File: src/rtl/dense_pkg.sv
// Shared parameters, FSM state type, trained weight table and the Q8.8
// round/saturate helper for the 32-input dense layer.
package dense_pkg;

  localparam int N_IN   = 32;
  localparam int DATA_W = 16;
  localparam int FRAC_W = 8;
  localparam int ACC_W  = 40;
  localparam int K_W    = $clog2(N_IN);

  typedef enum logic [1:0] {
    IDLE  = 2'd0,
    ACCUM = 2'd1,
    FINAL = 2'd2,
    OUT   = 2'd3
  } dense_state_t;

  // Retrained weights only ever touch this table.
  localparam logic signed [DATA_W-1:0] W_TABLE [N_IN] = '{
    16'sd37,   -16'sd52,  16'sd118,  -16'sd7,   16'sd196, -16'sd90,  16'sd14,   16'sd63,
    -16'sd128, 16'sd201,  -16'sd33,  16'sd75,   16'sd4,   -16'sd160, 16'sd99,   -16'sd21,
    16'sd142,  -16'sd66,  16'sd8,    16'sd230,  -16'sd115, 16'sd51,  -16'sd3,   16'sd88,
    -16'sd240, 16'sd17,   -16'sd181, 16'sd129,  -16'sd44, 16'sd70,   -16'sd96,  16'sd155
  };

  localparam logic signed [ACC_W-1:0] Q_MAX = 40'sd32767;
  localparam logic signed [ACC_W-1:0] Q_MIN = -40'sd32768;

  // Drops FRAC_W fraction bits (floor) and clamps into the Q8.8 range.
  function automatic logic [DATA_W-1:0] sat_q88(input logic signed [ACC_W-1:0] acc);
    logic signed [ACC_W-1:0] r;
    r = acc >>> FRAC_W;
    if (r > Q_MAX)      return 16'h7FFF;
    else if (r < Q_MIN) return 16'h8000;
    else                return r[DATA_W-1:0];
  endfunction

endpackage

File: src/rtl/dense_weight_rom.sv
// Combinational weight lookup: W[k] is available in the same cycle as k.
module dense_weight_rom
  import dense_pkg::*;
(
  input  logic [K_W-1:0]    k,
  output logic [DATA_W-1:0] w
);

  assign w = W_TABLE[k];

endmodule

File: src/rtl/dense_layer_ctrl.sv
// Sequencer for one 32-element dot product plus bias per start pulse,
// producing a saturated Q8.8 result behind a valid/ready output.
module dense_layer_ctrl
  import dense_pkg::*;
(
  input  logic              clk,
  input  logic              rst_n,
  input  logic              start,
  input  logic [DATA_W-1:0] bias,
  output logic              busy,
  input  logic              in_valid,
  output logic              in_ready,
  input  logic [DATA_W-1:0] in_data,
  output logic              out_valid,
  input  logic              out_ready,
  output logic [DATA_W-1:0] out_data,
  output logic [1:0]        dbg_state
);

  // Handshakes: a beat moves on a rising edge where in_valid && in_ready;
  // the result moves where out_valid && out_ready; out_data is stable while
  // out_valid is high and unanswered.

  localparam logic [K_W-1:0] K_LAST = K_W'(N_IN - 1);

  dense_state_t             state_q, state_d;
  logic [K_W-1:0]           k_q, k_d;
  logic signed [ACC_W-1:0]  acc_q, acc_d;
  logic [DATA_W-1:0]        bias_q, bias_d;
  logic [DATA_W-1:0]        out_data_q, out_data_d;

  logic [DATA_W-1:0]        w;
  logic                     beat;
  logic signed [31:0]       prod;
  logic signed [ACC_W-1:0]  prod_ext;
  logic signed [ACC_W-1:0]  bias_ext;

  dense_weight_rom u_rom (
    .k (k_q),
    .w (w)
  );

  assign beat     = in_valid && (state_q == ACCUM);
  assign prod     = $signed({{16{in_data[DATA_W-1]}}, in_data}) * $signed({{16{w[DATA_W-1]}}, w});
  assign prod_ext = {{(ACC_W-32){prod[31]}}, prod};
  // Bias is aligned to the product scale (Q16.16) before the final shift.
  assign bias_ext = {{(ACC_W-DATA_W-FRAC_W){bias_q[DATA_W-1]}}, bias_q, {FRAC_W{1'b0}}};

  always_ff @(posedge clk or negedge rst_n) begin
    if (!rst_n) begin
      state_q    <= IDLE;
      k_q        <= '0;
      acc_q      <= '0;
      bias_q     <= '0;
      out_data_q <= '0;
    end else begin
      state_q    <= state_d;
      k_q        <= k_d;
      acc_q      <= acc_d;
      bias_q     <= bias_d;
      out_data_q <= out_data_d;
    end
  end

  always_comb begin
    state_d = state_q;
    case (state_q)
      IDLE:    if (start) state_d = ACCUM;
      ACCUM:   if (beat && (k_q == K_LAST)) state_d = FINAL;
      FINAL:   state_d = OUT;
      OUT:     if (out_ready) state_d = IDLE;
      default: state_d = IDLE;
    endcase
  end

  always_comb begin
    k_d        = k_q;
    acc_d      = acc_q;
    bias_d     = bias_q;
    out_data_d = out_data_q;
    if ((state_q == IDLE) && start) begin
      k_d    = '0;
      acc_d  = '0;
      bias_d = bias;
    end
    if (beat) begin
      acc_d = acc_q + prod_ext;
      k_d   = (k_q == K_LAST) ? '0 : k_q + 1'b1;
    end
    if (state_q == FINAL) out_data_d = sat_q88(acc_q + bias_ext);
  end

  always_comb begin
    busy      = (state_q != IDLE);
    in_ready  = (state_q == ACCUM);
    out_valid = (state_q == OUT);
    out_data  = out_data_q;
    dbg_state = state_q;
  end

endmodule

File: config.mk
export PLATFORM = sky130hd
export DESIGN_NAME = dense_layer_ctrl
export DESIGN_NICKNAME = d
export VERILOG_FILES = /design/src/rtl/dense_pkg.sv /design/src/rtl/dense_weight_rom.sv /design/src/rtl/dense_layer_ctrl.sv
export SDC_FILE = /design/constraint.sdc
export NUM_CORES = 1
export LEC_CHECK = 0
export ABC_CLOCK_PERIOD_IN_PS = 18600
export CORE_MARGIN = 2
export CORE_UTILIZATION = 30
export DETAILED_ROUTE_END_ITERATION = 12
export GPL_ROUTABILITY_DRIVEN = 0
export PLACE_DENSITY = 0.49
export SETUP_SLACK_MARGIN = 0.3
export SYNTH_ARGS = -nofsm -noshare
export SYNTH_HDL_FRONTEND = slang
export SYNTH_SLANG_ARGS = --single-unit
File: constraint.sdc
create_clock -name clk -period 18.6 [get_ports clk]
set_input_delay 3.72 -clock clk [delete_from_list [all_inputs] [get_ports clk]]
set_output_delay 3.72 -clock clk [all_outputs]
set_load 0.01 [all_outputs]
* After elaboration in Yosys (flattened, before gate mapping)
Memories as Yosys holds them, arrays and structs flattened.
Cells that the tools add are included.
** Word-level totals
- Bits in registers :: 79
- Memory bits (read-only) :: 512
- Input bits :: 37
- Logic and storage cells :: 41
- Memories :: 1
** Memory list
- (name not given) :: depth 32, bits a word 16, read ports 1, clocked after Yosys merged registers in 0, write ports 0, RTL line dense_weight_rom.sv:9 : assign w = W_TABLE[k];
** Cells by class
- Add/subtract/negate cells :: 3
- Multiply operators :: 1
- Magnitude comparators :: 3
- Equality and inequality tests :: 7
- Muxes and demuxes :: 13
- Bitwise logic cells :: 1
- Reduce and logical (&&, ||, !) cells :: 7
** Operators with widths (number)
- two-way mux 40 bit :: 2
- two-way mux 16 bit :: 4
- adder 40 x 24 -> 40 bit :: 1
- adder 40 x 32 -> 40 bit :: 1
- greater-than comparator 32 x 16 -> 1 bit, second input constant :: 1
- < comparator 32 x 16 -> 1 bit, second input constant :: 1
- multiplier 16 x 16 -> 32 bit :: 1
- two-way mux 5 bit :: 3
- case mux 2 bit (4 select lines) :: 1
- >= comparator 6 bit, second input constant :: 1
- two-way mux 2 bit :: 3
- inverter 5 -> 6 bit :: 1
- adder 5 x 1 -> 5 bit, second input constant :: 1
- == test 5 bit, second input constant :: 1
- == test 2 bit, second input constant :: 2
- != test 2 x 1 -> 1 bit, second input constant :: 2
- nonzero test 2 bit :: 2
- logical AND 1 bit :: 3
- AND reduction 3 bit :: 1
- == test 2 x 1 -> 1 bit, second input constant :: 1
- zero test 2 bit :: 1
- != test 2 bit, second input constant :: 1

* Depth between registers and ports, before layout
- Word-level depth :: 7
- Gate-level depth with buffers :: 34
- Gate-level depth less buffers :: 32

* Cells and area by module
Synthesis repeated with hierarchy kept, for this count alone.
** Unflattened totals
- Cells, all modules :: 1991
- Area total of the unflattened synthesis :: 18104.9 um2
** By module, submodules not included
- dense_layer_ctrl :: instances 1, cells an instance 1897, area an instance 17449.2 um2
- dense_weight_rom :: instances 1, cells an instance 94, area an instance 655.6 um2

* Least setup slack after synthesis
OpenSTA, ideal clock, no wires.
- Kind :: in2reg
- From :: input port in_data[4]
- To :: register acc_q[37]
- Library setup time :: 0.122 ns
- Arrival time :: 9.725 ns
- Required time :: 18.478 ns
- Setup slack :: 8.753 ns
- Stages :: 24
- Cells stage by stage :: clkbuf_1 clkbuf_1 and2_1 fa_1 inv_1 fa_1 inv_1 fa_1 fa_1 fa_1 inv_1 fa_1 inv_1 ha_1 nand4_1 a21oi_1 a21oi_1 a2111oi_2 o211ai_1 a211oi_1 or2_1 a2111oi_0 or2_1 a32o_1
** Between the ends
- Cells in the longest elaborated chain, start to end :: 3
** Ends and longest elaborated chain
- from (decl) :: RTL line dense_layer_ctrl.sv:13 : input logic [DATA_W-1:0] in_data,
- multiplier 16 x 16 -> 32 bit :: RTL line dense_layer_ctrl.sv:44 : assign prod = $signed({{16{in_data[DATA_W-1]}}, in_data}) * $signed({{16{w[DATA_W-1]}}, w});
- adder 40 x 32 -> 40 bit :: RTL line dense_layer_ctrl.sv:87 : acc_d = acc_q + prod_ext;
- two-way mux 40 bit :: RTL line dense_layer_ctrl.sv:86 : if (beat) begin
- to (signal assigned) :: RTL line dense_layer_ctrl.sv:53 : acc_q <= '0;
- to (signal assigned) :: RTL line dense_layer_ctrl.sv:59 : acc_q <= acc_d;
- to (decl) :: RTL line dense_layer_ctrl.sv:28 : logic signed [ACC_W-1:0] acc_q, acc_d;
No other way between the ends.
A chain may end at the register's enable or synchronous reset.

* Worst setup path after layout
- From :: input port in_data[8]
- To :: register acc_q[37]
The elaborated chain is that of the path after synthesis.

==> impl_metrics.yaml <==
run_status:
  status: "finished, final reports clean"
synthesis:
  syn_inst: 1897
  synth_async_sr_flop_share_pct: 100
  synth_area_leader_cell: "fa_1"
  synthesis.nets: 2406
  synth-seq-cells: 79
  synthTopCellsByCount: "385 x inv_1, 303 x fa_1, 169 x ha_1"
  yosys-top-cells-area: "fa_1 35%, ha_1 12%, dfrtp_1 11%, inv_1 8.3%, and2_1 4.0%"
  ys_types: 80
  ys_seq_area_share_pct: 11.3
  synth_flop_cell: "dfrtp_1"
  synth_top_area_share_pct: 34.7
  postSynthAreaPerCell_um2: 9.21
  syn-cell-area_um2: 17500
  yosys_warnings: 0
  synth_edf_count: 0
  post-synth-top-count-cell: "inv_1"
global_routing:
  grt_remaining_overflow: 0
  groute.usage.overall_pct: 16.2
  antenna_found_initial: 0
  grt_max_degree: 73
  grt_pass1_wl_mm: 77.1
  grt_pass1_vias: 14400
critical_path:
  critical_path_class: "in -> reg"
  critPathMaxStageDelay_ns: 0.77
  cp_max_fo: 10
  critPathSlowestCell: "clkdlybuf4s50_1"
  ff2ff_setup_slack_ns: 8.34
  cp-end-kind: "register"
  cp_cell_sequence: "clkdlybuf4s50_1 > nand2_1 > inv_1 > fa_1 > fa_1 > fa_1 > fa_1 > fa_1 > inv_1 > fa_1 > inv_1 > ha_1 > a211oi_1 > and2_1 > a2111oi_2 > o211ai_1 > a211oi_1 > or2_1 > a2111oi_0 > or2_1 > a32o_1"
  required_ns: 18.84
  critPathTopFamily: "adder cells"
  critical_path_cell_count: 21
  crit_buf_inv: 4
  cp-start-kind: "input pin"
  r2r_start: "k_q[0]$_DFFE_PN0P_"
  cp_common_cell: "fa_1"
  timing.rr.end: "acc_q[37]$_DFFE_PN0P_"
  cp.arrival_ns: 11.17
  reg2reg_depth: 29
min_path:
  holdPathEnd: "out_data[15]$_DFFE_PN0P_"
  min_path_type: "reg -> reg"
  hold_depth: 1
  min_from: "out_data[15]$_DFFE_PN0P_"
floorplan:
  rows: 88
  io_pins: 58
  die_x_um: 245
  die_h_um: 245
  initial_utilization_pct: 30.3
  die_area_um2: 60200
  coreArea_um2: 57600
job:
  maxCapViolCount: 0
cts:
  clk_latency_ns: 0.36
  cts_root_buf: "clkbuf_16"
  post_cts_resized: 0
  tritoncts: "built"
  cts_hold_buffers: 0
  post_cts_buffers: 0
  cts_buffers: 9
  cts.clk_slew.worst_paths_ns: 0.07
  clockBufferDepth: 2
  cts.sinks: 79
  cts_max_level: 3
final_layout:
  area_growth_syn_to_layout_pct: 9.80
  antennaDiodeCount: 0
  drive_above_1_share_pct: 3.96
  layout.nets: 2425
timing:
  setup_tns_ns: 0
  skew_ns: 0.00856
  finalMaxSlewViolations: 0
  relSlewSlack_pct: 28.5
  max_freq_mhz: 91.5
  fin_crit_sh_pct: 58.7
  rsz0062_at_grt: "false"
  setup_viol: 0
  hold_viol: 0
  max_slew.worst_pin.slew_ns: 1.07
  layout_min_cycle_time_ns: 10.92
drt:
  drt_wl_total_mm: 46.0
  initialDrtViolationCount: 702
  postRouteAntennaNets: 0
  drtPass1Iterations: 5
  post_drt_wl_per_cell_um: 17.1
  vias: 13100
  drcViolationCount: 0
  viasPerCell: 4.87
placement:
  portBuffers: 57
  dp_hpwl_mm: 38.7
## state kept, by name (all words and copies together), names as in the netlist
register	flops
dbg_state	2
bias_q	16
acc_q	40
out_data	16
k_q	5
## cell families after synthesis
| kind of cell | share of synthesized area, % |
|---|---|
| simple gates | 12.9 |
| fa+ha+maj | 46.9 |
| mux | 1.75 |
| flops | 11.3 |
| xor+xnor | 3.72 |
| compound gates | 13.7 |
| buf+inv | 9.80 |
## layer usage
metal	part of all wire, %	global-route usage [%]
met4	1.3	2.76
met2	54	30.8
met5	0	0
met1	43	19.8
met3	2.5	1.75
## metrics by stage
stage	hold WS, ns	instance area, um^2	worst slack, ns	instances	utilization [%]
floorplan	0.455	17500	8.75	1897	-
CTS	0.493	19200	7.73	2686	33.3
detailed placement	0.477	18900	7.37	2670	32.8
finish	0.493	19200	7.68	2686	33.3
global placement	0.479	18900	7.51	2670	32.8
global route	0.510	19200	7.28	2686	33.3
## worst max-delay path by stage
stage | from | slack, ns | end
global route | in_data[15] | 7.28 | acc_q[37]$_DFFE_PN0P_
finish | in_data[8] | 7.68 | acc_q[37]$_DFFE_PN0P_
floorplan | in_data[4] | 8.75 | acc_q[37]$_DFFE_PN0P_
detailed placement | in_data[8] | 7.37 | acc_q[37]$_DFFE_PN0P_
CTS | in_data[8] | 7.73 | acc_q[37]$_DFFE_PN0P_
global placement | in_data[8] | 7.51 | acc_q[37]$_DFFE_PN0P_
## cells in the final DEF, fill, tap and decap left out, types with 6 or more instances in the layout
cell and count:
inv_1 385, fa_1 303, ha_1 169, nand2_1 142, and2_1 111, dfrtp_1 79, a21oi_1 76, o21ai_0 76
nor2_1 64, clkdlybuf4s50_1 56, xnor2_1 49, a21o_1 33, nor3_1 23, xor2_1 22, nand3_1 20, mux2_2 19
nand2b_1 19, a211oi_1 19, and3_1 15, o211ai_1 14, buf_4 14, nand4_1 13, o21bai_1 12, o21a_1 10
o31ai_1 9, a22o_1 9, clkbuf_16 9, o21ai_1 8, a22oi_1 8, a31oi_1 7, a211o_1 7, o221ai_1 7
mux2i_1 6, a2111oi_0 6, o211ai_2 6
## final cells by class
type                            count  area, um^2
Clock buffer                        9         225
Tap cell                          765         957
Fill cell                        5912       38400
Multi-Input combinational cell   1368       13800
Clock inverter                      7        87.6
Inverter                          388        1460
Sequential cell                    79        1980
Timing Repair Buffer               70         666
Power is not shown: default switching activity piles up to over one toggle a cycle in this logic, so the estimate is an artifact.
